## src/rtl/flag_pkg.sv

```systemverilog
// Shared definitions for the condition-flag controller: flag bit positions,
// ALU opcodes, branch condition codes, FSM states and the opcode-to-update-mask map.
package flag_pkg;

    localparam int unsigned FLAG_Z = 2;
    localparam int unsigned FLAG_V = 1;
    localparam int unsigned FLAG_N = 0;

    localparam logic [3:0] OP_ADD = 4'b0000;
    localparam logic [3:0] OP_SUB = 4'b0001;
    localparam logic [3:0] OP_XOR = 4'b0010;
    localparam logic [3:0] OP_SLL = 4'b0100;
    localparam logic [3:0] OP_SRA = 4'b0101;
    localparam logic [3:0] OP_ROR = 4'b0110;

    typedef enum logic [2:0] {
        CC_NE = 3'b000,
        CC_EQ = 3'b001,
        CC_GT = 3'b010,
        CC_LT = 3'b011,
        CC_GE = 3'b100,
        CC_LE = 3'b101,
        CC_OV = 3'b110,
        CC_AL = 3'b111
    } cond_e;

    typedef enum logic {
        ST_IDLE = 1'b0,
        ST_PEND = 1'b1
    } state_e;

    // Mask bit order matches the flag vector: {Z, V, N}.
    function automatic logic [2:0] opcode_mask(input logic [3:0] op);
        logic [2:0] m;
        m = 3'b000;
        case (op)
            OP_ADD, OP_SUB:                 m = 3'b111;
            OP_XOR, OP_SLL, OP_SRA, OP_ROR: m = 3'b100;
            default:                        m = 3'b000;
        endcase
        return m;
    endfunction

endpackage

```

## src/rtl/flag_cond_eval.sv

```systemverilog
// Combinational branch-condition evaluator: maps the effective flags and a
// condition code to a taken decision.
module flag_cond_eval
    import flag_pkg::*;
#(
    parameter int unsigned NFLAGS = 3
) (
    input  logic [NFLAGS-1:0] flags,
    input  logic [2:0]        br_cond,
    output logic              taken
);

    logic w_z;
    logic w_v;
    logic w_n;

    assign w_z = flags[FLAG_Z];
    assign w_v = flags[FLAG_V];
    assign w_n = flags[FLAG_N];

    always_comb begin
        taken = 1'b0;
        case (cond_e'(br_cond))
            CC_NE:   taken = !w_z;
            CC_EQ:   taken = w_z;
            CC_GT:   taken = !w_z && !w_n;
            CC_LT:   taken = w_n;
            CC_GE:   taken = w_z || !w_n;
            CC_LE:   taken = w_z || w_n;
            CC_OV:   taken = w_v;
            CC_AL:   taken = 1'b1;
            default: taken = 1'b0;
        endcase
    end

endmodule

```

## src/rtl/flag_ctrl.sv

```systemverilog
// Condition-flag write arbiter and branch evaluator with a one-cycle write pipeline.
// Define FLAG_CTRL_FWD_EN to forward pending/same-cycle flags to branches instead of stalling.
module flag_ctrl
    import flag_pkg::*;
#(
    parameter int unsigned NFLAGS = 3,
    parameter int unsigned SCNT_W = 8
) (
    input  logic              clk,
    input  logic              rst,
    input  logic              alu_valid,
    input  logic [3:0]        alu_opcode,
    input  logic [NFLAGS-1:0] alu_flags,
    input  logic              ld_valid,
    input  logic [NFLAGS-1:0] ld_flags,
    output logic              ld_ready,
    input  logic              br_valid,
    input  logic [2:0]        br_cond,
    output logic              stall,
    output logic              br_done,
    output logic              br_taken,
    output logic [NFLAGS-1:0] flag_d,
    output logic [NFLAGS-1:0] flag_we,
    output logic              flag_re,
    input  logic [NFLAGS-1:0] flag_q,
    output logic [SCNT_W-1:0] stall_cnt
);

    state_e              r_state;
    state_e              w_state_nxt;
    logic [NFLAGS-1:0]   r_pdata;
    logic [NFLAGS-1:0]   r_pmask;
    logic                r_br_done;
    logic                r_br_taken;
    logic [SCNT_W-1:0]   r_stall_cnt;

    logic [NFLAGS-1:0]   w_mask;
    logic                w_update;
    logic                w_wr;
    logic [NFLAGS-1:0]   w_wr_data;
    logic [NFLAGS-1:0]   w_wr_mask;
    logic [NFLAGS-1:0]   w_eff;
    logic                w_taken;
    logic                w_br_acc;
    logic                w_pend;

    assign w_mask    = NFLAGS'(opcode_mask(alu_opcode));
    assign w_update  = alu_valid && (w_mask != '0);
    assign ld_ready  = !w_update;
    assign w_wr      = w_update || ld_valid;
    assign w_wr_data = w_update ? alu_flags : ld_flags;
    assign w_wr_mask = w_update ? w_mask : '1;
    assign w_pend    = (r_state == ST_PEND);
    assign flag_re   = br_valid;

    always_comb begin
        w_state_nxt = w_wr ? ST_PEND : ST_IDLE;
        flag_we     = '0;
        flag_d      = '0;
        // Gating with rst keeps a reset in PEND from committing the pending write.
        if (w_pend && !rst) begin
            flag_we = r_pmask;
            flag_d  = r_pdata;
        end
    end

`ifdef FLAG_CTRL_FWD_EN
    assign stall = 1'b0;

    // Youngest source wins per bit: same-cycle ALU update, then pending write, then register.
    always_comb begin
        w_eff = flag_q;
        for (int unsigned i = 0; i < NFLAGS; i++) begin
            if (w_pend && r_pmask[i]) begin
                w_eff[i] = r_pdata[i];
            end
            if (w_update && w_mask[i]) begin
                w_eff[i] = alu_flags[i];
            end
        end
    end
`else
    assign stall = br_valid && (w_pend || w_update);

    always_comb begin
        w_eff = flag_q;
    end
`endif

    assign w_br_acc = br_valid && !stall;

    flag_cond_eval #(
        .NFLAGS (NFLAGS)
    ) u_cond (
        .flags   (w_eff),
        .br_cond (br_cond),
        .taken   (w_taken)
    );

    always_ff @(posedge clk) begin
        if (rst) begin
            r_state     <= ST_IDLE;
            r_pdata     <= '0;
            r_pmask     <= '0;
            r_br_done   <= 1'b0;
            r_br_taken  <= 1'b0;
            r_stall_cnt <= '0;
        end else begin
            r_state    <= w_state_nxt;
            r_br_done  <= w_br_acc;
            r_br_taken <= w_br_acc && w_taken;
            if (w_wr) begin
                r_pdata <= w_wr_data;
                r_pmask <= w_wr_mask;
            end
            if (stall && (r_stall_cnt != '1)) begin
                r_stall_cnt <= r_stall_cnt + SCNT_W'(1);
            end
        end
    end

    assign br_done   = r_br_done;
    assign br_taken  = r_br_taken;
    assign stall_cnt = r_stall_cnt;

endmodule

```

## config.mk

```make
export PLATFORM = sky130hd
export DESIGN_NAME = flag_ctrl
export DESIGN_NICKNAME = d
export VERILOG_FILES = /design/src/rtl/flag_pkg.sv /design/src/rtl/flag_cond_eval.sv /design/src/rtl/flag_ctrl.sv
export SDC_FILE = /design/constraint.sdc
export NUM_CORES = 1
export LEC_CHECK = 0
export CELL_PAD_IN_SITES_DETAIL_PLACEMENT = 1
export CELL_PAD_IN_SITES_GLOBAL_PLACEMENT = 1
export CORE_UTILIZATION = 25
export DETAILED_ROUTE_END_ITERATION = 8
export PLACE_DENSITY = 0.84
export SYNTH_ARGS = -nofsm -noshare
export SYNTH_HDL_FRONTEND = slang
export SYNTH_SLANG_ARGS = --single-unit
```

## constraint.sdc

```tcl
create_clock -name clk -period 1.37 [get_ports clk]
set_input_delay 0.2055 -clock clk [delete_from_list [all_inputs] [get_ports clk]]
set_output_delay 0.2055 -clock clk [all_outputs]
set_load 0.01 [all_outputs]
```

Yosys cells after proc, flatten, opt, wreduce, memory -nomap -nowiden
Cells that the tools add are included.

Bits in registers: 17. Word-level logic and storage cells: 48. Bits of input ports: 21. Output and inout bits: 19.

Reduce and logical (&&, ||, !) cells: 21. Equality and inequality tests: 13. Muxes and demuxes: 7. Add/subtract/negate cells: 1.

Operators with widths (count): $eq 3x3->1 const B (4); $eq 4x3->1 const B (3); $mux 3 (4); $add 8x1->8 const B (1); $ne 8x8->1 const B (1); $pmux 1 s8 (1); $logic_and 1x1->1 (7); $eq 3x2->1 const B (2); $pmux 3 s2 (1); $logic_not 1->1 (5); $eq 4x1->1 const B (1); $eq 4x2->1 const B (1); $logic_not 4->1 (1); $logic_or 1x1->1 (4); $reduce_or 4->1 (1); $eq 3x1->1 const B (1); $logic_not 3->1 (1); $reduce_bool 3->1 (1); $reduce_or 2->1 (1); $mux 1 (1).

Longest topological paths before layout
Gate-level depths: netlist (run 1).

Word-level depth: 10. Depth in mapped cells: 5. Gate-level depth less buffers: 5.

By module
Synthesis (run 1) repeated with hierarchy kept, for this count alone.

Cells, all modules: 105. Area total of the unflattened synthesis: 904.6 um^2.

By module, submodules not included: flag_ctrl (sequential area each 320.3 um^2, instances 1, cells each 94, area each 828.3 um^2); flag_cond_eval (sequential area each 0.0 um^2, instances 1, cells each 11, area each 76.3 um^2).

Least setup slack after synthesis (run 1)
Ideal clock, no wire load.

Path type: reg2reg. Start: register r_stall_cnt[0], in the netlist stall_cnt[0]. End: register r_stall_cnt[4], in the netlist stall_cnt[4]. Stages on the path, launching flop included: 6. Setup slack: -0.166 ns. Arrival time: 1.415 ns. Buffers on the path: 0. Cell sequence: dfxtp_1 > ha_1 > nand3_1 > nor2_1 > nor4b_1 > mux2_2.

Word-level cells in the longest chain between the ends: 2.

Ends and longest elaborated chain: start: declaration (RTL line flag_ctrl.sv:35) `logic [SCNT_W-1:0] r_stall_cnt;`; start signal: assignment (RTL line flag_ctrl.sv:117) `r_stall_cnt <= r_stall_cnt + SCNT_W'(1);`; branches (longest 2 deep; another with $add 8x1->8).

Parallel ways; which one is timed is not known. A chain may end at the register's enable or synchronous reset.

Worst setup path in the final report (run 1)
Start: register r_stall_cnt[0], in the netlist stall_cnt[0]. End: register r_stall_cnt[5], in the netlist stall_cnt[5].

The elaborated chain is that of the path after synthesis.

==> flow_summary.html, run 1 <==
<table>
<tr><th>Metric</th><th>Value</th></tr>
<tr><th colspan="2">Status</th></tr>
<tr><td>Result of the run</td><td>finished with violations</td></tr>
<tr><td>Violations in the final reports</td><td>setup timing</td></tr>
<tr><th colspan="2">Drt</th></tr>
<tr><td>Routed WL</td><td>3410 um</td></tr>
<tr><td>DRT met1 WL</td><td>1300 um</td></tr>
<tr><td>Drt drc</td><td>0</td></tr>
<tr><td>Highest routed layer</td><td>met4</td></tr>
<tr><td>Number of vias in the routed layout</td><td>1041</td></tr>
<tr><td>First-pass detailed-route iteration total</td><td>4</td></tr>
<tr><td>Average wire per standard cell</td><td>15.7 um</td></tr>
<tr><td>Vias per Instance</td><td>4.80</td></tr>
<tr><td>Metal3 WL</td><td>146 um</td></tr>
<tr><td>Detailed-routed wire length on met2</td><td>1940 um</td></tr>
<tr><td>Post-route ant nets</td><td>0</td></tr>
<tr><td>Detailed router's first-iteration violation count</td><td>26</td></tr>
<tr><th colspan="2">Layout</th></tr>
<tr><td>Post-Layout Inst Area</td><td>0.00170 mm^2</td></tr>
<tr><td>Most frequent cells in the layout</td><td>25 x buf_4, 16 x clkdlybuf4s50_1, 12 x dlygate4sd2_1</td></tr>
<tr><td>Number of nets in the layout</td><td>194</td></tr>
<tr><td>Fraction of final layout cells sized beyond drive strength 1</td><td>0.450</td></tr>
<tr><td>Antenna Diode Count</td><td>0</td></tr>
<tr><td>Most frequent standard cell in the layout excluding fill and tap cells</td><td>buf_4</td></tr>
<tr><td>P&amp;R area growth vs syn</td><td>95.4%</td></tr>
<tr><th colspan="2">Synth</th></tr>
<tr><td>Distinct cells, synth</td><td>33</td></tr>
<tr><td>Portion of the post-synthesis area used by sequential elements</td><td>0.368</td></tr>
<tr><td>Net count of the mapped netlist</td><td>127</td></tr>
<tr><td>Mapped Area</td><td>871 um^2</td></tr>
<tr><td>Post-synthesis sequential element count</td><td>16</td></tr>
<tr><td>Count of synthesis-stage warnings from yosys</td><td>0</td></tr>
<tr><td>Syn Inst Count</td><td>105</td></tr>
<tr><td>Avg Synthesized Cell Area</td><td>8.29 um^2</td></tr>
<tr><th colspan="2">STA</th></tr>
<tr><td>Slew Limit Headroom</td><td>0.805</td></tr>
<tr><td>Slew @ Worst Pin</td><td>290 ps</td></tr>
<tr><td>Hold Vio Cnt, Final</td><td>0</td></tr>
<tr><td>RSZ-0062 raised after global routing</td><td>true</td></tr>
<tr><td>Smallest setup slack after layout</td><td>-85.3 ps</td></tr>
<tr><td>Part of the cycle the worst path needs</td><td>1.06</td></tr>
<tr><td>Number of pins exceeding their max-slew limit in the final report</td><td>0</td></tr>
<tr><td>Maximum clock frequency</td><td>0.687 GHz</td></tr>
<tr><td>Post-Route Skew</td><td>12.0 ps</td></tr>
<tr><td>Final critical path time including I/O delays and setup</td><td>1460 ps</td></tr>
<tr><td>Final setup viols</td><td>7</td></tr>
<tr><th colspan="2">Pwr</th></tr>
<tr><td>Combinational Power Share</td><td>0.266</td></tr>
<tr><td>VDD IR max</td><td>0.386 mV</td></tr>
<tr><td>Leakage power figure</td><td>0.762 nW</td></tr>
<tr><td>Ratio of total power to cell area</td><td>614 mW/mm^2</td></tr>
<tr><td>Switching share of power</td><td>0.276</td></tr>
<tr><td>Clock network fraction of total power</td><td>0.257</td></tr>
<tr><td>Part of the power in registers</td><td>0.477</td></tr>
<tr><td>Net switching power of the design</td><td>0.000288 W</td></tr>
<tr><td>Internal Pwr Total</td><td>0.000756 W</td></tr>
<tr><th colspan="2">Placed design</th></tr>
<tr><td>Half-perimeter wire length of the detailed placement result</td><td>2270 um</td></tr>
<tr><td>Count of buffers from port buffering</td><td>39</td></tr>
<tr><td>Pre-CTS setup slack</td><td>-565 ps</td></tr>
<tr><td>Global placer's final weighted congestion</td><td>0.767</td></tr>
<tr><td>Placed cell area</td><td>0.00146 mm^2</td></tr>
<tr><th colspan="2">Clock network</th></tr>
<tr><td>H-tree lvl count</td><td>1</td></tr>
<tr><td>Clock tree from TritonCTS</td><td>built</td></tr>
<tr><td>CTS max path bufs</td><td>2</td></tr>
<tr><td>Clock sink count</td><td>16</td></tr>
<tr><td>Clock Pin Slew Worst Setup and Hold Paths</td><td>100 ps</td></tr>
<tr><td>Worst skew pair latency</td><td>290 ps</td></tr>
<tr><td>Cell at the root of the clock tree</td><td>clkbuf_4</td></tr>
<tr><td>Cts bufs inserted</td><td>3</td></tr>
<tr><th colspan="2">Critical path</th></tr>
<tr><td>Path type of the worst setup path</td><td>flip-flop to flip-flop</td></tr>
<tr><td>Start of the worst register-to-register path</td><td>stall_cnt[0]</td></tr>
<tr><td>End of the worst register-to-register path</td><td>stall_cnt[5]</td></tr>
<tr><td>Largest fanout of any net on the critical path</td><td>4</td></tr>
<tr><td>Type of element launching the critical path</td><td>flip-flop</td></tr>
<tr><td>Worst R2R Path Depth</td><td>6</td></tr>
<tr><td>Setup slack of the worst register-to-register path</td><td>-90 ps</td></tr>
<tr><td>Worst endpoint data arrival time</td><td>1680 ps</td></tr>
<tr><td>Worst endpoint required time</td><td>1590 ps</td></tr>
<tr><td>Endpoint type of the worst setup path</td><td>flip-flop</td></tr>
<tr><th colspan="2">Global route</th></tr>
<tr><td>Antenna violations before repair</td><td>0</td></tr>
<tr><td>Overall global routing resource usage</td><td>0.182</td></tr>
<tr><td>Largest net degree at the start of global routing</td><td>21</td></tr>
<tr><td>Global-route wire length before repair</td><td>4890 um</td></tr>
<tr><td>Vias in the first global route</td><td>1038</td></tr>
<tr><td>Global route overflow</td><td>0</td></tr>
<tr><th colspan="2">Job</th></tr>
<tr><td>Number of max-cap violations</td><td>0</td></tr>
<tr><th colspan="2">Hold path</th></tr>
<tr><td>Hold/Removal Path Class</td><td>input pin to flip-flop</td></tr>
<tr><td>Instance count along the most critical hold path</td><td>4</td></tr>
<tr><td>Origin of the worst min-delay path</td><td>alu_opcode[1]</td></tr>
<tr><td>Worst min-delay path endpoint</td><td>r_pmask[1]</td></tr>
<tr><th colspan="2">Die</th></tr>
<tr><td>Die Wd</td><td>61.0 um</td></tr>
<tr><td>Y dimension of the die</td><td>61.0 um</td></tr>
<tr><td>Area of the placeable core</td><td>0.00334 mm^2</td></tr>
<tr><td>Die Area</td><td>0.00372 mm^2</td></tr>
<tr><td>Num rows</td><td>21</td></tr>
<tr><td>Initial core utilization</td><td>0.261</td></tr>
<tr><td>Top Ports</td><td>40</td></tr>
</table>
==> Yosys cell counts <==
| master | n | area (um^2) |
|---|---|---|
| buf_2 | 1 | 5.00 |
| nor3_1 | 2 | 10.0 |
| o211ai_1 | 1 | 7.51 |
| or4_1 | 2 | 15.0 |
| or2_2 | 1 | 6.26 |
| nand3b_1 | 1 | 7.51 |
| nor2b_1 | 5 | 31.3 |
| nand3_1 | 3 | 15.0 |
| o41ai_1 | 1 | 8.76 |
| nand2b_1 | 2 | 12.5 |
| clkbuf_1 | 4 | 15.0 |
| nor4_1 | 1 | 6.26 |
| nand4_1 | 1 | 6.26 |
| o311ai_0 | 1 | 8.76 |
| a31oi_1 | 2 | 12.5 |
| dfxtp_1 | 16 | 320 |
| nor4bb_1 | 1 | 10.0 |
| nor3b_1 | 1 | 7.51 |
| o21ai_0 | 3 | 15.0 |
| and2_1 | 7 | 43.8 |
| mux2_2 | 4 | 45.0 |
| mux2i_1 | 4 | 40.0 |
| nor2_1 | 13 | 48.8 |
| nor4b_1 | 2 | 17.5 |
| and3_1 | 3 | 18.8 |
| o31ai_1 | 1 | 7.51 |
| a221oi_1 | 1 | 8.76 |
| nand2_1 | 3 | 11.3 |
| ha_1 | 1 | 12.5 |
| a21oi_1 | 2 | 10.0 |
| buf_4 | 2 | 15.0 |
| inv_1 | 7 | 26.3 |
| a211oi_1 | 6 | 45.0 |
==> state kept, by name, summed over array words and instances (netlist names) <==
| name | cells |
|---|---|
| stall_cnt | 8 |
| r_pdata | 3 |
| r_pmask | 2 |
| br_done | 1 |
| br_taken | 1 |
| r_state | 1 |
==> critical path, stage by stage, from the launching register on <==
cell      delay (ps)
dfxtp_2          350
ha_4             180
nand3_4          100
buf_6            100
o211ai_1          90
or4_1            420
a21oi_1          150
==> how the worst max path moves through the flow <==
| stage | startpoint | to | slack (ps) | cells past startpoint |
|---|---|---|---|---|
| after floorplan | stall_cnt[1] | stall_cnt[2] | -20 | 5 |
| after global placement | alu_opcode[1] | stall_cnt[6] | -470 | 6 |
| final | stall_cnt[0] | stall_cnt[5] | -90 | 6 |
| after detailed placement | alu_opcode[1] | stall_cnt[6] | -570 | 6 |
| after CTS | r_state | flag_d[1] | -80 | 4 |
| after global routing | stall_cnt[0] | stall_cnt[7] | -130 | 6 |
==> per-layer routing <==
layer / global-route usage / vias up
met4: 0.0487 / 0
li1: - / 507
met2: 0.366 / 31
met3: 0.0483 / 2
met5: 0 / -
met1: 0.179 / 501
==> power by group through the flow <==
stage / Sequential [W] / Clock [W] / Combinational (W)
2_1_floorplan: 0.000509 / 0 / 0.0000865
3_3_place_gp: 0.000506 / 0 / 0.000220
3_5_place_dp: 0.000507 / 0 / 0.000233
4_1_cts: 0.000499 / 0.000277 / 0.000247
5_1_grt: 0.000500 / 0.000312 / 0.000301
6_report: 0.000498 / 0.000268 / 0.000278
==> through the flow <==
step	std cells	TNS, ps	total power (W)	util	hold WS, ps
3_3_place_gp	202	-6210	0.000726	0.438	444
4_1_cts	209	-363	0.00102	0.467	379
6_report	217	-341	0.00104	0.510	396
3_5_place_dp	202	-6880	0.000740	0.438	465
5_1_grt	217	-1050	0.00111	0.510	419
2_1_floorplan	105	-22.4	0.000595	-	374
==> area by class of cell <==
cell class | instances | area [um^2]
fillers | 411 | 1640
multi-input cells | 75 | 641
repair buffers | 69 | 616
flip-flops and latches | 16 | 335
well taps | 46 | 57.6
clock buffers | 4 | 26.3
inverters | 7 | 26.3
==> kinds of logic after synthesis <==
kind of cell / after synthesis / share of synthesized area
AOI/OAI and AO/OA: 18 / 0.142
adders and majority gates: 1 / 0.0144
buffers and inverters: 14 / 0.0704
DFF: 16 / 0.368
muxes: 8 / 0.0977
and+or+nand+nor: 48 / 0.307
==> repair_timing <==
action	CTS	global route
cloned	1	0
setup endpoints to repair	25	17
gates resized for setup	68	23
hold buffers	0	0
pin swaps	7	10
setup buffers	3	8
hold endpoints to repair	0	0
(Power assumes the default switching activity.)
==> run 2: changes to the inputs <==
CORE_UTILIZATION = 26   (was 25)
PLACE_DENSITY = 0.85   (was 0.84)
SYNTH_HIERARCHICAL = 1   (was default)
TNS_END_PERCENT = 30   (was default)
==> flow_summary.html, run 2 <==
<table>
<tr><th>Metric</th><th>Value</th></tr>
<tr><th colspan="2">Status</th></tr>
<tr><td>Result of the run</td><td>finished with violations</td></tr>
<tr><td>Violations in the final reports</td><td>setup timing</td></tr>
<tr><th colspan="2">Hold path</th></tr>
<tr><td>Instance count along the most critical hold path</td><td>4 (unchanged)</td></tr>
<tr><td>Hold/Removal Path Class</td><td>input pin to flip-flop</td></tr>
<tr><td>Worst min-delay path endpoint</td><td>r_pmask[1]</td></tr>
<tr><td>Origin of the worst min-delay path</td><td>alu_opcode[1]</td></tr>
<tr><th colspan="2">Synth</th></tr>
<tr><td>Portion of the post-synthesis area used by sequential elements</td><td>0.354 (-0.0137)</td></tr>
<tr><td>Most frequent cell after synthesis</td><td>dfxtp_1</td></tr>
<tr><td>Commonest cells in the synthesized netlist</td><td>16 x dfxtp_1, 13 x nor2_1, 8 x nand2_1</td></tr>
<tr><td>Mapped Area</td><td>905 um^2 (+3.9%)</td></tr>
<tr><td>Syn Inst Count</td><td>105 (unchanged)</td></tr>
<tr><td>Flip-flop cell with the highest count after synthesis</td><td>dfxtp_1</td></tr>
<tr><td>Share of synthesized flip-flops with an asynchronous set or reset</td><td>0 (unchanged)</td></tr>
<tr><td>Distinct cells, synth</td><td>35 (+6.1%)</td></tr>
<tr><td>Post-synthesis sequential element count</td><td>16 (unchanged)</td></tr>
<tr><td>Biggest area contributors in the synthesized netlist</td><td>dfxtp_1 35%, mux2i_1 6.6%, nor2_1 5.4%, and2_1 3.5%, a21oi_1 3.3%</td></tr>
<tr><td>Area share of the largest cell type after synthesis</td><td>0.354 (-0.0137)</td></tr>
<tr><td>Library cell with the largest summed area after synthesis</td><td>dfxtp_1</td></tr>
<tr><td>Number of enable flip-flop cells after synthesis</td><td>0 (unchanged)</td></tr>
<tr><td>Net count of the mapped netlist</td><td>127 (unchanged)</td></tr>
<tr><td>Count of synthesis-stage warnings from yosys</td><td>6 (+6)</td></tr>
<tr><td>Avg Synthesized Cell Area</td><td>8.62 um^2 (+3.9%)</td></tr>
<tr><th colspan="2">STA</th></tr>
<tr><td>Part of the cycle the worst path needs</td><td>1.02 (-0.0453)</td></tr>
<tr><td>Hold Vio Cnt, Final</td><td>0 (unchanged)</td></tr>
<tr><td>Final critical path time including I/O delays and setup</td><td>1390 ps (-62.1 ps)</td></tr>
<tr><td>Number of pins exceeding their max-slew limit in the final report</td><td>0 (unchanged)</td></tr>
<tr><td>RSZ-0062 raised after global routing</td><td>true</td></tr>
<tr><td>Maximum clock frequency</td><td>0.718 GHz (+4.5%)</td></tr>
<tr><td>Worst hold-check slack</td><td>261 ps (-134 ps)</td></tr>
<tr><td>Slew Limit Headroom</td><td>0.792 (-0.0127)</td></tr>
<tr><td>Smallest setup slack after layout</td><td>-23.2 ps (+62.1 ps)</td></tr>
<tr><td>Summed negative setup slack over all endpoints</td><td>-34.1 ps (+307 ps)</td></tr>
<tr><td>Post-Route Skew</td><td>5.09 ps (-6.96 ps)</td></tr>
<tr><td>Slew @ Worst Pin</td><td>311 ps (+20.7 ps)</td></tr>
<tr><td>Final setup viols</td><td>2 (-5)</td></tr>
<tr><th colspan="2">Drt</th></tr>
<tr><td>Post-route ant nets</td><td>0 (unchanged)</td></tr>
<tr><td>Routed WL</td><td>3080 um (-9.5%)</td></tr>
<tr><td>Average wire per standard cell</td><td>14.7 um (-6.1%)</td></tr>
<tr><td>Detailed router's first-iteration violation count</td><td>4 (-85%)</td></tr>
<tr><td>Number of vias in the routed layout</td><td>1003 (-3.7%)</td></tr>
<tr><td>Drt drc</td><td>0 (unchanged)</td></tr>
<tr><td>First-pass detailed-route iteration total</td><td>3 (-1)</td></tr>
<tr><td>Vias per Instance</td><td>4.80 (about the same)</td></tr>
<tr><th colspan="2">Global route</th></tr>
<tr><td>Overall global routing resource usage</td><td>0.172 (-0.00928)</td></tr>
<tr><td>Vias in the first global route</td><td>1045 (+0.67%)</td></tr>
<tr><td>Largest net degree at the start of global routing</td><td>20 (-4.8%)</td></tr>
<tr><td>Global route overflow</td><td>0 (unchanged)</td></tr>
<tr><td>Antenna violations before repair</td><td>0 (unchanged)</td></tr>
<tr><td>Global-route wire length before repair</td><td>4540 um (-7.1%)</td></tr>
<tr><th colspan="2">Clock network</th></tr>
<tr><td>Worst skew pair latency</td><td>310 ps (+20 ps)</td></tr>
<tr><td>Clock tree from TritonCTS</td><td>built</td></tr>
<tr><td>Cell at the root of the clock tree</td><td>clkbuf_4</td></tr>
<tr><td>Clock Pin Slew Worst Setup and Hold Paths</td><td>100 ps (about the same)</td></tr>
<tr><td>Clock sink count</td><td>16 (unchanged)</td></tr>
<tr><td>H-tree lvl count</td><td>1 (unchanged)</td></tr>
<tr><td>Cts bufs inserted</td><td>3 (unchanged)</td></tr>
<tr><td>CTS max path bufs</td><td>2 (unchanged)</td></tr>
<tr><th colspan="2">Pwr</th></tr>
<tr><td>Switching share of power</td><td>0.273 (-0.00261)</td></tr>
<tr><td>Sum of internal, switching and leakage power</td><td>0.00111 W (+6.1%)</td></tr>
<tr><td>Internal Pwr Total</td><td>0.000805 W (+6.4%)</td></tr>
<tr><td>Net switching power of the design</td><td>0.000303 W (+5.1%)</td></tr>
<tr><td>VDD IR max</td><td>0.291 mV (-25%)</td></tr>
<tr><td>Part of the power in registers</td><td>0.451 (-0.026)</td></tr>
<tr><td>Clock network fraction of total power</td><td>0.300 (+0.043)</td></tr>
<tr><td>Combinational Power Share</td><td>0.249 (-0.017)</td></tr>
<tr><td>Leakage power figure</td><td>0.759 nW (-0.37%)</td></tr>
<tr><td>Ratio of total power to cell area</td><td>675 mW/mm^2 (+10%)</td></tr>
<tr><th colspan="2">Placed design</th></tr>
<tr><td>Global placer's final weighted congestion</td><td>0.708 (-7.7%)</td></tr>
<tr><td>Placed cell area</td><td>0.00144 mm^2 (-1.5%)</td></tr>
<tr><td>Number of placed instances with taps included</td><td>199 (-1.5%)</td></tr>
<tr><td>Half-perimeter wire length of the detailed placement result</td><td>2330 um (+2.7%)</td></tr>
<tr><td>Count of buffers from port buffering</td><td>39 (unchanged)</td></tr>
<tr><th colspan="2">Critical path</th></tr>
<tr><td>Worst endpoint required time</td><td>1580 ps (about the same)</td></tr>
<tr><td>Largest fanout of any net on the critical path</td><td>4 (unchanged)</td></tr>
<tr><td>Worst R2R Path Depth</td><td>5 (-1)</td></tr>
<tr><td>Setup slack of the worst register-to-register path</td><td>-20 ps (+60 ps)</td></tr>
<tr><td>End of the worst register-to-register path</td><td>stall_cnt[5]</td></tr>
<tr><td>CP Cell Sequence</td><td>ha_4 -&gt; nand2_4 -&gt; nor2_4 -&gt; nor4_4 -&gt; mux2_4</td></tr>
<tr><td>Delay of the slowest cell on the worst path</td><td>370 ps (-50 ps)</td></tr>
<tr><td>Endpoint type of the worst setup path</td><td>flip-flop</td></tr>
<tr><td>Start of the worst register-to-register path</td><td>stall_cnt[1]</td></tr>
<tr><td>Worst endpoint data arrival time</td><td>1600 ps (-80 ps)</td></tr>
<tr><td>Critical-path cell with the highest stage delay</td><td>dfxtp_4</td></tr>
<tr><td>Type of element launching the critical path</td><td>flip-flop</td></tr>
<tr><td>Path type of the worst setup path</td><td>flip-flop to flip-flop</td></tr>
<tr><th colspan="2">Die</th></tr>
<tr><td>Die Wd</td><td>61.0 um (about the same)</td></tr>
<tr><td>Top Ports</td><td>40 (unchanged)</td></tr>
<tr><td>Area of the placeable core</td><td>0.00334 mm^2 (unchanged)</td></tr>
<tr><td>Initial core utilization</td><td>0.271 (+0.0101)</td></tr>
<tr><td>Die Area</td><td>0.00372 mm^2 (-0.11%)</td></tr>
<tr><td>Num rows</td><td>21 (unchanged)</td></tr>
<tr><td>Y dimension of the die</td><td>61.0 um (about the same)</td></tr>
<tr><th colspan="2">Layout</th></tr>
<tr><td>Number of nets in the layout</td><td>186 (-4.1%)</td></tr>
<tr><td>P&amp;R area growth vs syn</td><td>81.3%</td></tr>
<tr><td>Final Instance Count excl. Fillers</td><td>209 (-3.7%)</td></tr>
<tr><td>Filler cell count</td><td>394 (-4.1%)</td></tr>
<tr><td>Most frequent standard cell in the layout excluding fill and tap cells</td><td>buf_4</td></tr>
<tr><td>Number of flip-flops under the largest register name</td><td>8 (unchanged)</td></tr>
<tr><td>Post-Layout Inst Area</td><td>0.00164 mm^2 (-3.6%)</td></tr>
<tr><td>Most frequent cells in the layout</td><td>15 x buf_4, 14 x clkdlybuf4s50_1, 12 x nor2_1</td></tr>
<tr><td>Fraction of final layout cells sized beyond drive strength 1</td><td>0.411 (-0.0392)</td></tr>
<tr><td>Storage cell area</td><td>337 um^2 (+0.37%)</td></tr>
<tr><td>Multi-input gate area</td><td>639 um^2 (-0.20%)</td></tr>
<tr><td>Antenna Diode Count</td><td>0 (unchanged)</td></tr>
<tr><th colspan="2">Job</th></tr>
<tr><td>Number of max-cap violations</td><td>0 (unchanged)</td></tr>
</table>
-- run 2: how the worst max path moves through the flow --
stage / startpoint / endpoint / slack (ps) / cells after the start
after global routing: stall_cnt[2] / stall_cnt[7] / -160 / 4
after CTS: alu_valid / stall_cnt[4] / -120 / 6
after floorplan: stall_cnt[1] / stall_cnt[0] / 20 / 5
after detailed placement: rst / flag_we[0] / -470 / 4
after global placement: rst / flag_we[1] / -410 / 4
final: stall_cnt[1] / stall_cnt[5] / -20 / 5
-- run 2: cell type report --
cell class,instances,area share
sequential,16,0.205
multi-input combinational,79,0.390
inverter,5,0.0114
tap,46,0.0351
clock buffer,4,0.0221
timing repair buffer,59,0.336
-- run 2: cell families (layout without fill, tap and decap cells) --
| group | after synthesis | after routing | synth area share |
|---|---|---|---|
| AND/OR/NAND/NOR | 50 | 50 | 0.322 |
| AO/OA/AOI/OAI | 19 | 19 | 0.151 |
| flip-flops | 16 | 16 | 0.354 |
| buffers and inverters | 10 | 68 | 0.0512 |
| multiplexers | 9 | 9 | 0.108 |
| adder cells (fa/ha/maj) | 1 | 1 | 0.0138 |
-- run 2: timing repair --
action	4_1_cts	5_1_grt
endpoints found under the hold margin	0	0
endpoints found under the setup margin	26	19
hold buffers	0	0
gates resized for setup	60	29
buffers inserted	3	3
pin swaps	6	11
-- run 2: metrics by stage --
step	util	setup slack (ps)
6_report	0.492	-23.2
5_1_grt	0.492	-158
2_1_floorplan	-	21.1
3_3_place_gp	0.431	-411
3_5_place_dp	0.431	-472
4_1_cts	0.454	-117
-- run 2: critical path: cells and delay by family (launching register included) --
| family | cells | cell delay (ps) |
|---|---|---|
| AND/OR/NAND/NOR | 3 | 410 |
| multiplexers | 1 | 320 |
| flip-flops | 1 | 370 |
| adder cells (fa/ha/maj) | 1 | 180 |
-- run 2: power by group through the flow --
stage	registers [W]	clock network, W	logic [W]
final	0.000499	0.000332	0.000276
after global routing	0.000502	0.000372	0.000299
after CTS	0.000500	0.000343	0.000258
after detailed placement	0.000509	0	0.000250
after global placement	0.000508	0	0.000240
after floorplan	0.000511	0	0.0000985
-- run 2: layer usage --
layer	share of wire	GRT usage
met1	0.36	0.159
met2	0.55	0.352
met3	0.071	0.0384
met4	0.020	0.0779
met5	0	0
==> run 3: changes to the inputs <==
CORE_UTILIZATION = 29   (was 26)
GPL_TIMING_DRIVEN = 0   (was default)
PLACE_DENSITY = 0.89   (was 0.85)
clock period = 1.48 ns   (was 1.37 ns; I/O delays follow)
==> flow_summary.html, run 3 (synthesized netlist as in run 2, its figures left out) <==
<table>
<tr><th>Metric</th><th>Value</th></tr>
<tr><th colspan="2">Drt</th></tr>
<tr><td>Routed WL</td><td>2880 um (-6.5%)</td></tr>
<tr><td>Detailed router's first-iteration violation count</td><td>23 (+19)</td></tr>
<tr><td>Average wire per standard cell</td><td>15.8 um (+7.4%)</td></tr>
<tr><td>Drt drc</td><td>7 (+7)</td></tr>
<tr><td>Vias per Instance</td><td>5.16 (+7.5%)</td></tr>
<tr><td>Post-route ant nets</td><td>0 (unchanged)</td></tr>
<tr><td>Number of vias in the routed layout</td><td>939 (-6.4%)</td></tr>
<tr><td>First-pass detailed-route iteration total</td><td>6 (+3)</td></tr>
<tr><th colspan="2">Die</th></tr>
<tr><td>Die Area</td><td>0.00335 mm^2 (-10%)</td></tr>
<tr><td>Y dimension of the die</td><td>57.9 um (-5.1%)</td></tr>
<tr><td>Initial core utilization</td><td>0.317 (+0.0460)</td></tr>
<tr><td>Num rows</td><td>19 (-9.5%)</td></tr>
<tr><td>Area of the placeable core</td><td>0.00285 mm^2 (-15%)</td></tr>
<tr><td>Die Wd</td><td>57.9 um (-5.1%)</td></tr>
<tr><td>Top Ports</td><td>40 (unchanged)</td></tr>
<tr><th colspan="2">Critical path</th></tr>
<tr><td>Type of element launching the critical path</td><td>flip-flop</td></tr>
<tr><td>Critical-path cell with the highest stage delay</td><td>clkdlybuf4s50_1</td></tr>
<tr><td>CP Cell Sequence</td><td>clkdlybuf4s50_1</td></tr>
<tr><td>Start of the worst register-to-register path</td><td>stall_cnt[0]</td></tr>
<tr><td>Delay of the slowest cell on the worst path</td><td>550 ps (+180 ps)</td></tr>
<tr><td>Worst endpoint data arrival time</td><td>1230 ps (-370 ps)</td></tr>
<tr><td>Path type of the worst setup path</td><td>flip-flop to primary output</td></tr>
<tr><td>Count of buffer and inverter cells on the critical path</td><td>1 (+1)</td></tr>
<tr><td>Setup slack of the worst register-to-register path</td><td>40 ps (+60 ps)</td></tr>
<tr><td>Endpoint type of the worst setup path</td><td>primary output</td></tr>
<tr><td>Worst R2R Path Depth</td><td>5 (unchanged)</td></tr>
<tr><td>End of the worst register-to-register path</td><td>stall_cnt[4]</td></tr>
<tr><td>Worst endpoint required time</td><td>1260 ps (-320 ps)</td></tr>
<tr><td>Largest fanout of any net on the critical path</td><td>6 (+2)</td></tr>
<tr><td>Top Family by Delay on Critical Path</td><td>buffers and inverters</td></tr>
<tr><th colspan="2">Global route</th></tr>
<tr><td>Overall global routing resource usage</td><td>0.168 (-0.00419)</td></tr>
<tr><td>Global route overflow</td><td>0 (unchanged)</td></tr>
<tr><td>Vias in the first global route</td><td>994 (-4.9%)</td></tr>
<tr><td>Largest net degree at the start of global routing</td><td>13 (-35%)</td></tr>
<tr><td>Antenna violations before repair</td><td>0 (unchanged)</td></tr>
<tr><td>Global-route wire length before repair</td><td>4260 um (-6.1%)</td></tr>
<tr><th colspan="2">Pwr</th></tr>
<tr><td>Switching share of power</td><td>0.268 (-0.00563)</td></tr>
<tr><td>Internal Pwr Total</td><td>0.000664 W (-17%)</td></tr>
<tr><td>Leakage power figure</td><td>0.682 nW (-10%)</td></tr>
<tr><td>VDD IR max</td><td>0.282 mV (-2.9%)</td></tr>
<tr><td>Combinational Power Share</td><td>0.244 (-0.005)</td></tr>
<tr><td>Ratio of total power to cell area</td><td>614 mW/mm^2 (-9.1%)</td></tr>
<tr><td>Part of the power in registers</td><td>0.509 (+0.058)</td></tr>
<tr><td>Net switching power of the design</td><td>0.000243 W (-20%)</td></tr>
<tr><td>Clock network fraction of total power</td><td>0.247 (-0.053)</td></tr>
<tr><th colspan="2">Status</th></tr>
<tr><td>Violations in the final reports</td><td>DRC</td></tr>
<tr><td>Result of the run</td><td>finished with violations</td></tr>
<tr><th colspan="2">STA</th></tr>
<tr><td>Final setup viols</td><td>0 (-2)</td></tr>
<tr><td>Hold Vio Cnt, Final</td><td>0 (unchanged)</td></tr>
<tr><td>Part of the cycle the worst path needs</td><td>0.978</td></tr>
<tr><td>Final critical path time including I/O delays and setup</td><td>1450 ps</td></tr>
<tr><td>Maximum clock frequency</td><td>0.691 GHz</td></tr>
<tr><td>Slew @ Worst Pin</td><td>320 ps (+9.19 ps)</td></tr>
<tr><td>Slew Limit Headroom</td><td>0.787 (-0.00548)</td></tr>
<tr><td>Post-Route Skew</td><td>4.72 ps (-0.366 ps)</td></tr>
<tr><td>Number of pins exceeding their max-slew limit in the final report</td><td>0 (unchanged)</td></tr>
<tr><th colspan="2">Placed design</th></tr>
<tr><td>Number of placed instances with taps included</td><td>174 (-13%)</td></tr>
<tr><td>Count of buffers from port buffering</td><td>38 (-2.6%)</td></tr>
<tr><td>Global placer's final weighted congestion</td><td>0.778 (+10%)</td></tr>
<tr><td>Half-perimeter wire length of the detailed placement result</td><td>2020 um (-14%)</td></tr>
<tr><td>Placed cell area</td><td>0.00132 mm^2 (-7.9%)</td></tr>
<tr><th colspan="2">Clock network</th></tr>
<tr><td>Cell at the root of the clock tree</td><td>clkbuf_4</td></tr>
<tr><td>Worst skew pair latency</td><td>280 ps (-30 ps)</td></tr>
<tr><td>Clock Pin Slew Worst Setup and Hold Paths</td><td>90 ps (about the same)</td></tr>
<tr><td>Clock sink count</td><td>16 (unchanged)</td></tr>
<tr><td>CTS Hold Buffers Added</td><td>0 (unchanged)</td></tr>
<tr><td>CTS max path bufs</td><td>2 (unchanged)</td></tr>
<tr><td>Clock tree from TritonCTS</td><td>built</td></tr>
<tr><td>H-tree lvl count</td><td>1 (unchanged)</td></tr>
<tr><td>Cts bufs inserted</td><td>3 (unchanged)</td></tr>
<tr><th colspan="2">Hold path</th></tr>
<tr><td>Origin of the worst min-delay path</td><td>ld_valid</td></tr>
<tr><td>Instance count along the most critical hold path</td><td>3 (-1)</td></tr>
<tr><td>Worst min-delay path endpoint</td><td>r_pmask[1]</td></tr>
<tr><td>Hold/Removal Path Class</td><td>input pin to flip-flop</td></tr>
<tr><th colspan="2">Layout</th></tr>
<tr><td>Most frequent standard cell in the layout excluding fill and tap cells</td><td>clkdlybuf4s50_1</td></tr>
<tr><td>P&amp;R area growth vs syn</td><td>63.3%</td></tr>
<tr><td>Final Instance Count excl. Fillers</td><td>182 (-13%)</td></tr>
<tr><td>Most frequent cells in the layout</td><td>20 x clkdlybuf4s50_1, 12 x nor2_1, 9 x buf_4</td></tr>
<tr><td>Number of flip-flops under the largest register name</td><td>8 (unchanged)</td></tr>
<tr><td>Fraction of final layout cells sized beyond drive strength 1</td><td>0.298 (-0.113)</td></tr>
<tr><td>Number of nets in the layout</td><td>175 (-5.9%)</td></tr>
<tr><td>Antenna Diode Count</td><td>0 (unchanged)</td></tr>
<tr><td>Post-Layout Inst Area</td><td>0.00148 mm^2 (-9.9%)</td></tr>
<tr><th colspan="2">Job</th></tr>
<tr><td>Number of max-cap violations</td><td>0 (unchanged)</td></tr>
</table>
==> run 3: cell count changes in the layout (fill, tap and decap cells not counted), sizes merged <==
cell	delta
dlymetal6s2s	+2
dlygate4sd2	-8
clkbuf	+2
clkdlybuf4s15	+1
clkdlybuf4s50	+6
buf	-15
==> run 3: per-layer routing <==
metal	vias up	GRT usage	routed length, um
met5	-	0	0
met4	0	0.0612	21
met3	3	0.0469	225
met2	47	0.325	1530
met1	428	0.169	1100
li1	461	-	-
==> run 3: worst register-to-register path, delay by kind of cell (launching register included) <==
family / cells / cell delay, ps
DFF: 1 / 360
adders and majority gates: 1 / 180
and+or+nand+nor: 3 / 470
muxes: 1 / 320
==> run 3: final cells by class <==
| type | count | area, um^2 |
|---|---|---|
| Fill cell | 341 | 1380 |
| Multi-Input combinational cell | 79 | 614 |
| Timing Repair Buffer | 44 | 419 |
| Sequential cell | 16 | 335 |
| Tap cell | 31 | 38.8 |
| Buffer | 4 | 26.3 |
| Clock buffer | 3 | 22.5 |
| Inverter | 5 | 21.3 |
==> run 3: worst max-delay path by stage <==
stage / from / end / slack (ps) / depth (start not counted)
after floorplan: stall_cnt[0] / stall_cnt[0] / 7 / 5
after global routing: stall_cnt[0] / stall_cnt[6] / -4 / 5
final: stall_cnt[3] / stall_cnt[3] / 30 / 1
after CTS: alu_valid / stall_cnt[0] / -110 / 6
after detailed placement: rst / flag_we[1] / -790 / 6
after global placement: rst / flag_we[1] / -740 / 6
==> run 3: stage by stage <==
stage               setup TNS [ps]  utilization  hold WS [ps]  setup slack, ps  power, W
detailed placement           -7760        0.464           452             -787  0.000672
global placement             -6610        0.464           445             -737  0.000663
floorplan                        0            -           405             6.86  0.000563
finish                           0        0.518           351             32.0  0.000907
global route                 -6.24        0.518           400            -4.01  0.000953
CTS                           -296        0.494           346             -113  0.000906
==> run 3: repair_timing <==
item                                   in CTS  in global routing
setup buffers                               3                  3
setup endpoints to repair                  18                 15
gates resized for setup                    39                 23
pin swaps                                   4                  7
endpoints found under the hold margin       0                  0
==> run 3: power by group through the flow <==
stage	Sequential, W	Combinational, W	Clock, W
4_1_cts	0.000461	0.000213	0.000232
5_1_grt	0.000464	0.000240	0.000249
3_5_place_dp	0.000472	0.000200	0
2_1_floorplan	0.000472	0.0000910	0
3_3_place_gp	0.000471	0.000193	0
6_report	0.000462	0.000222	0.000224
==> RTL change (settings of run 1) <==
The option `FLAG_CTRL_FWD_EN` is turned on by a define.
--- a/src/rtl/flag_ctrl.sv
+++ b/src/rtl/flag_ctrl.sv
@@ -2,2 +2,4 @@
 // Define FLAG_CTRL_FWD_EN to forward pending/same-cycle flags to branches instead of stalling.
+`define FLAG_CTRL_FWD_EN
+
 module flag_ctrl
Formal check against the unedited RTL: not equivalent (a bounded check fails within 4 cycles, from zero or initial values and one cycle with rst high).
==> RTL change against run 1 <==
Sequential power fell by 46%. Worst setup slack improved by 0.14 ns. Sequential cell count fell by 8. Sequential share of layout area fell by 3.2 points. Total power fell by 35%. Non-clock buffer count fell by 29. Synthesized cell count fell by 32%. Wire length fell by 42%. Synthesized area fell by 33%. Via count fell by 37%. Design area fell by 41%. Largest cell class unchanged.
==> RTL change: results (changes against run 1) <==
status: "finished, final reports clean"
vias: 653  # -37%
diodes: 0  # unchanged
irDropWorstVdd_mv: 0.3732  # -3.3%
met1_length_um: 753  # -42%
wl_mm: 1.985  # -42%
cpMaxStageDelayCell: "clkdlybuf4s50_1"
holdPathStages: 3  # -1
grt_max_degree: 9  # -57%
nFillCells: 271  # -34%
power.switching_mw: 0.2096  # -27%
drtIter0Drc: 12  # -54%
hpwlAfterDp_mm: 1.493  # -34%
hold_path_class: "input port to register"
r2r_start: "r_state$_SDFF_PP0_"
place_area_um2: 935.9  # -36%
critPathLaunch: "alu_opcode[0]"
ys_warn_count: 0  # unchanged
crit_arrival_ns: 1.11  # -0.57 ns
async_flop_share_pct: 0  # unchanged
top_regs: "r_pdata x3, r_pmask x2"
grt_pass1_wl_mm: 3.036  # -38%
drive_above_1_share_pct: 37.61  # -7.4 points
clock-root-buffer: "clkbuf_4"
track_usage_pct: 16.65  # -1.5 points
cts_max_path_buffers: 2  # unchanged
r2r_cells: 6  # unchanged
hp-start: "alu_opcode[1]"
route.met2.wl_mm: 1.090  # -44%
clkTransAtPathRegs_ns: 0.05  # -0.05 ns
synthTopCellsByCount: "buf_4, dfxtp_1, nor2_1"
grt_pass1_vias: 658  # -37%
largest_reg_flops: 3  # -5
dr.pass1.iters: 3  # -1
critPathMaxFanout: 3  # -1
leakage_nw: 0.4390  # -42%
post_cts_buffers: 0  # -3
nets: 132  # -32%
cts_inserted_buffers: 3  # unchanged
fin_skew_ns: 0.01658  # +0.004537 ns
synth.distinct_cells: 29  # -12%
wl_met3_um: 96  # -34%
grt_antenna_before_repair: 0  # unchanged
insertion_delay_ns: 0.27  # -0.02 ns
portBuffers: 30  # -23%
dr.max_layer_used: "met4"
max_stage_delay_ns: 0.46  # +0.04 ns
synth_top_flop_cell: "dfxtp_1"
place_congestion: 0.8599  # +12%
synth.area.top_cells: "dfxtp_1, buf_4, mux2i_1"
h-tree-depth: 1  # unchanged
multi_input_area_um2: 414.1  # -35%
yosysSeqAreaShare_pct: 27.35  # -9.4 points
## RTL change: changes by cell type after synthesis, moves of 4 or more
cell,run 1,this run
dfxtp_1,16,8
nor2_1,13,5
buf_4,2,11
mux2_2,4,0
inv_1,7,3
## RTL change: final cells by class
cell class / instances / area share [%]
inverter: 3 / 1.125
timing repair buffer: 40 / 35.25
clock buffer: 3 / 2.250
sequential: 8 / 16.50
multi-input combinational: 55 / 41.37
tap: 28 / 3.500
## RTL change: critical path, delay by kind of cell
family	cells	cell delay, ns
and+or+nand+nor	2	0.19
buffers and inverters	2	0.71
## RTL change: worst paths after layout
kind              slack (ns)                      end
setup / recovery        0.05                 ld_ready
setup reg to reg        0.07      br_taken$_SDFF_PP0_
hold / removal          0.37  r_pmask[1]$_SDFFE_PP0P_
hold reg to reg         0.50  r_pmask[2]$_SDFFE_PP0P_
## RTL change: through the flow
step | setup TNS [ns] | setup slack [ns] | instances | hold slack, ns
after floorplan | 0 | 0.06520 | 79 | 0.3812
after global placement | -3.593 | -0.4311 | 134 | 0.4745
after detailed placement | -4.040 | -0.4907 | 134 | 0.4905
after CTS | 0 | 0.0006809 | 137 | 0.4216
after global routing | -0.02071 | -0.02071 | 137 | 0.3812
final | 0 | 0.05293 | 137 | 0.3655
## RTL change: cells by family (layout without fill, tap and decap cells)
kind of cell,after synthesis,in the layout,synth area share (%)
flip-flops,8,8,27.35
other,1,9,0.6404
multiplexers,4,4,6.838
buffers and inverters,16,46,17.31
AO/OA/AOI/OAI,17,17,21.37
AND/OR/NAND/NOR,25,25,26.50
## RTL change: timing repair
item                                    in CTS  in global routing
hold buffers                                 0                  0
endpoints found under the setup margin       9                  8
resized for setup                           37                 17
pin swaps                                    6                  8
## RTL change: power by group through the flow
stage | Clock, mW | Sequential, mW | Combinational (mW)
after floorplan | 0 | 0.265 | 0.102
after global placement | 0 | 0.266 | 0.200
after detailed placement | 0 | 0.268 | 0.206
after CTS | 0.198 | 0.263 | 0.212
after global routing | 0.206 | 0.269 | 0.237
final | 0.196 | 0.267 | 0.219
## RTL change: per-layer routing
metal,vias to the layer above,GRT usage [%]
li1,307,-
met1,314,16.61
met2,27,32.22
met3,5,3.030
met4,0,8.333
met5,-,0
